[config.mk]
export PLATFORM = sky130hd
export DESIGN_NAME = vpu_operand_dispatcher
export DESIGN_NICKNAME = d
export VERILOG_FILES = /design/src/rtl/vpu_operand_dispatcher.sv
export SDC_FILE = /design/constraint.sdc
export NUM_CORES = 1
export LEC_CHECK = 0
export BUFFER_PORTS_ARGS = -buffer_cell sky130_fd_sc_hd__buf_2
export CAP_MARGIN = 20
export CORE_AREA = 10 10 608 610
export DETAILED_ROUTE_END_ITERATION = 12
export DIE_AREA = 0 0 618 620
export GPL_TIMING_DRIVEN = 0
export PLACE_DENSITY = 0.33
export SLEW_MARGIN = 20
export SYNTH_ARGS = -nofsm -noshare
export SYNTH_HDL_FRONTEND = slang
export SYNTH_SLANG_ARGS = --single-unit
[constraint.sdc]
create_clock -name clk -period 5.1 [get_ports clk]
set_input_delay 0.765 -clock clk [delete_from_list [all_inputs] [get_ports clk]]
set_output_delay 0.765 -clock clk [all_outputs]
set_load 0.01 [all_outputs]
[src/rtl/vpu_operand_dispatcher.sv]
// Lockstep operand dispatcher: pops all enabled source queues together and
// registers the aligned operand set into a valid/ready stage toward the VLANEs.
module vpu_operand_dispatcher #(
   parameter int unsigned SRC_CNT     = 3,
   parameter int unsigned LANE_DATA_W = 256,
   parameter int unsigned CNT_W       = 16
) (
   input  logic                   clk,
   input  logic                   rst_n,
   input  logic                   start_i,
   input  logic [SRC_CNT-1:0]     src_mask_i,
   input  logic [CNT_W-1:0]       len_i,
   input  logic                   reset_cmd_i,
   output logic                   busy_o,
   output logic                   done_o,
   output logic [SRC_CNT-1:0]     rden_o,
   input  logic [LANE_DATA_W-1:0] rdata_i [SRC_CNT],
   input  logic [SRC_CNT-1:0]     rdempty_i,
   output logic                   op_valid_o,
   input  logic                   op_ready_i,
   output logic [LANE_DATA_W-1:0] op_data_o [SRC_CNT],
   output logic                   op_last_o
);

   typedef enum logic [1:0] {IDLE, RUN, DRAIN} state_t;

   state_t             state_q, state_d;
   logic [SRC_CNT-1:0] mask_q;
   logic [CNT_W-1:0]   rem_q;
   logic               srcs_ready;
   logic               fire;
   logic               last_hs;
   logic               start_ok;
   logic               zero_start;
   logic               done_d;

   always_comb begin
      srcs_ready = &(~rdempty_i | ~mask_q);
      fire       = (state_q == RUN) && (rem_q != '0) && srcs_ready &&
                   (!op_valid_o || op_ready_i) && !reset_cmd_i;
      // Empty gating is redundant with srcs_ready but keeps the no-pop-on-empty rule local.
      rden_o     = fire ? (mask_q & ~rdempty_i) : '0;
      last_hs    = op_valid_o && op_ready_i && op_last_o;
      start_ok   = (state_q == IDLE) && start_i && !reset_cmd_i;
      zero_start = start_ok && ((len_i == '0) || (src_mask_i == '0));
      busy_o     = (state_q != IDLE);
   end

   always_comb begin
      state_d = state_q;
      done_d  = 1'b0;
      if (reset_cmd_i) begin
         state_d = IDLE;
      end else begin
         case (state_q)
            IDLE: begin
               done_d = zero_start;
               if (start_ok && !zero_start) state_d = RUN;
            end
            RUN: begin
               if (fire && (rem_q == CNT_W'(1))) state_d = DRAIN;
            end
            DRAIN: begin
               if (last_hs) begin
                  state_d = IDLE;
                  done_d  = 1'b1;
               end
            end
            default: state_d = IDLE;
         endcase
      end
   end

   always_ff @(posedge clk or negedge rst_n) begin
      if (!rst_n) begin
         state_q <= IDLE;
         done_o  <= 1'b0;
         mask_q  <= '0;
         rem_q   <= '0;
      end else begin
         state_q <= state_d;
         done_o  <= done_d;
         if (reset_cmd_i) begin
            rem_q <= '0;
         end else if (start_ok && !zero_start) begin
            mask_q <= src_mask_i;
            rem_q  <= len_i;
         end else if (fire) begin
            rem_q <= rem_q - CNT_W'(1);
         end
      end
   end

   always_ff @(posedge clk or negedge rst_n) begin
      if (!rst_n) begin
         op_valid_o <= 1'b0;
         op_last_o  <= 1'b0;
         for (int unsigned j = 0; j < SRC_CNT; j++) op_data_o[j] <= '0;
      end else if (reset_cmd_i) begin
         op_valid_o <= 1'b0;
         op_last_o  <= 1'b0;
      end else if (fire) begin
         op_valid_o <= 1'b1;
         op_last_o  <= (rem_q == CNT_W'(1));
         for (int unsigned j = 0; j < SRC_CNT; j++)
            op_data_o[j] <= mask_q[j] ? rdata_i[j] : '0;
      end else if (op_ready_i) begin
         op_valid_o <= 1'b0;
         op_last_o  <= 1'b0;
      end
   end

endmodule
==> results.yml <==
run_status:
  status: "completed"
job:
  max_cap_viol_count: 0
min_path:
  hp-start: "rdata_i[615]"
  hold_path_end: "op_data_o[615]"
  min_path_type: "input pin to flop"
  holdPathStages: 3
power:
  ir_drop_v: 0.0002908
  total_power_mw: 30.29
  power_leakage_nw: 24.18
  pwr_density_cell_nw_per_um2: 556.5
routing:
  drt_iter0_markers: 2197
  routed_wl_mm: 293.0
  vias: 33910
  routed_via_density: 3.342
  first_pass_iters: 5
  post_drt_wl_per_cell_microns: 28.88
  drtAntennaViolNets: 0
  drc_errors: 0
floorplanning:
  placementRows: 220
  coreArea_sq_um: 357600
  die_area_sq_um: 383200
  ios: 1570
  die_w_microns: 618
  initial_core_util: 0.1021
  die_h_microns: 620
critical_path:
  crit_type: "flop to primary output"
  r2r_cells: 8
  cp-end-kind: "primary output"
  critPathMaxFanout: 13
  r2r_end: "op_data_o[539]"
  cp.required_ns: 4.34
  worst_setup_path_start_kind: "flop"
  r2r_start: "mask_q[0]"
  critical_path_arrival_ns: 4.01
  r2r_setup_slack_ns: 1.36
cts:
  cts_sinks: 792
  cts_tree: "done"
  clk_latency_ns: 0.89
  clkTransAtPathRegs_ns: 0.06
  cts_buffers: 111
  clock_path_buffers: 4
  htreeDepth: 3
  clockRootBuffer: "clkbuf_16"
timing:
  final.period_utilization: 0.9355
  slew_viol_final: 0
  finalHoldViolations: 0
  rsz0062_at_grt: "no"
  clock_skew_ns: 0.1020
  worstMarginPinSlew_ns: 1.161
  period_minus_slack_ns: 4.771
  fmax_mhz: 209.6
  tns_ns: 0
  setup_slack_ns: 0.3289
  maxSlewHeadroom: 0.2263
  finalSetupViolCount: 0
global_routing:
  grt_pass1_vias: 34900
  grt_pass1_wl_mm: 372.8
  grt_max_degree: 112
  grt_use_total: 0.1455
  grt-ovfl-total: 0
  antenna_found_initial: 178
synth:
  syn_area_per_cell_sq_um: 10.39
  ys_top_cells_by_area: "dfrtp_1 (54%), nand3_2 (19%), o21ai_1 (10%)"
  yosysTopAreaCell: "dfrtp_1"
  yosysWarnings: 0
  yosys-top-cells-count: "dfrtp_1 (792), inv_1 (776), o21ai_1 (756)"
  synth_most_common_cell: "dfrtp_1"
  synth_nets: 4312
  synthArstFlopShare: 1.000
  synth.cell_area_sq_um: 36510
  synthFlopType: "dfrtp_1"
  synth-seq-area-share: 0.5428
  ys_ff_latch: 792
  synth_edf_count: 0
  synth_cell_types: 44
  synth_top_area_frac: 0.5428
  synthCells: 3514
cells_and_area:
  fin_cells: 10150
  final_nets: 6007
  drive_above_1_share: 0.4847
  area_growth_pct: 49.07
  nFillCells: 40670
placement:
  place_ws_ns: 1.015
  hpwl_mm: 254.7
  place_congestion: 0.8775
  io_buffers: 1569
  dp.cells: 9867
layout by cell type (no fill, tap or decap), types with 3 or more instances in the layout:
master / instances
dfrtp_1: 792
nand3_2: 700
a2111o_1: 6
a21oi_1: 3
ha_1: 3
bufinv_16: 4
nor3_1: 6
clkbuf_2: 6
nand2_1: 21
nor4_1: 9
buf_2: 1596
inv_1: 776
clkinv_2: 14
and2_1: 5
nand4_1: 12
nand3_1: 79
nor4b_1: 4
a211oi_1: 8
xor2_1: 4
xnor2_1: 3
nand3b_1: 4
clkbuf_16: 112
clkbuf_8: 24
clkinvlp_4: 3
diode_2: 87
buf_16: 10
o21ai_1: 756
nor2_1: 22
buf_8: 7
buf_1: 126
o21ai_0: 10
buf_6: 74
clkbuf_1: 55
critical path, stage by stage, from the launching register on:
cell	delay, ns
dfrtp_1	0.42
inv_1	0.13
ha_1	0.19
or4b_2	0.64
or4b_4	0.55
nor4b_4	0.16
buf_6	0.22
buf_8	0.26
buf_6	0.22
and2_1	0.16
buf_2	0.14
kinds of logic after synthesis:
family,count (synthesis),synth area share
adder cells (fa/ha/maj),3,0.001028
flip-flops,792,0.5428
multiplexers,2,0.0005825
AND/OR/NAND/NOR,877,0.2180
buffers and inverters,1042,0.1252
AO/OA/AOI/OAI,791,0.1107
XOR/XNOR,7,0.001679
metal layers:
metal	global-route usage	vias up	wire (microns)
met5	0	-	558
met2	0.2634	1398	148700
met1	0.1627	17020	110200
met3	0.05187	457	25050
met4	0.03371	84	8529
li1	-	14950	-
power breakdown:
part	switching [mW]	internal [mW]	leakage (nW)
clock network	3.28	4.56	1.73
logic	8.09	3.74	12.1
registers	1.63	8.99	10.3
total	13.0	17.3	24.2
repair_timing:
item                      4_1_cts  5_1_grt
hold buffers                    2        0
hold endpoints to repair       53        0
resized for setup               0        0
setup buffers                   0        0
through the flow:
stage,util,hold WS (ns),cell area [sq um]
final,0.1522,0.1282,54430
after global routing,0.1520,0.07294,54350
after CTS,0.1516,0.01909,54210
after detailed placement,0.1417,0.5099,50670
after global placement,0.1408,0.5083,50340
after floorplan,-,0.4623,36510
area by class of cell:
| cell class | instances | area [sq um] | area share |
|---|---|---|---|
| diodes | 87 | 217.7 | 0.004000 |
| plain buffers | 266 | 1675 | 0.03078 |
| clock buffers | 166 | 3246 | 0.05963 |
| clock inverters | 24 | 282.8 | 0.005195 |
| inverters | 776 | 2913 | 0.05351 |
| multi-input cells | 1680 | 12120 | 0.2227 |
| flip-flops and latches | 792 | 19820 | 0.3641 |
| well taps | 4773 | 5972 | 0.1097 |
| repair buffers | 1582 | 8183 | 0.1503 |
worst max-delay path by stage:
stage	from	end	slack, ns
final	rem_q[0]	rden_o[1]	0.33
after global placement	rst_n	op_data_o[166]	-16.61
after global routing	rem_q[0]	rden_o[1]	0.13
after floorplan	rem_q[0]	rden_o[0]	1.83
after detailed placement	op_ready_i	op_data_o[539]	1.02
after CTS	rem_q[0]	rden_o[1]	0.16
sequential cells by signal (all words and copies together), names as in the netlist:
register,flops
mask_q,3
op_valid_o,1
op_data_o,768
done_o,1
op_last_o,1
state_q,2
rem_q,16
(Power assumes the default switching activity.)
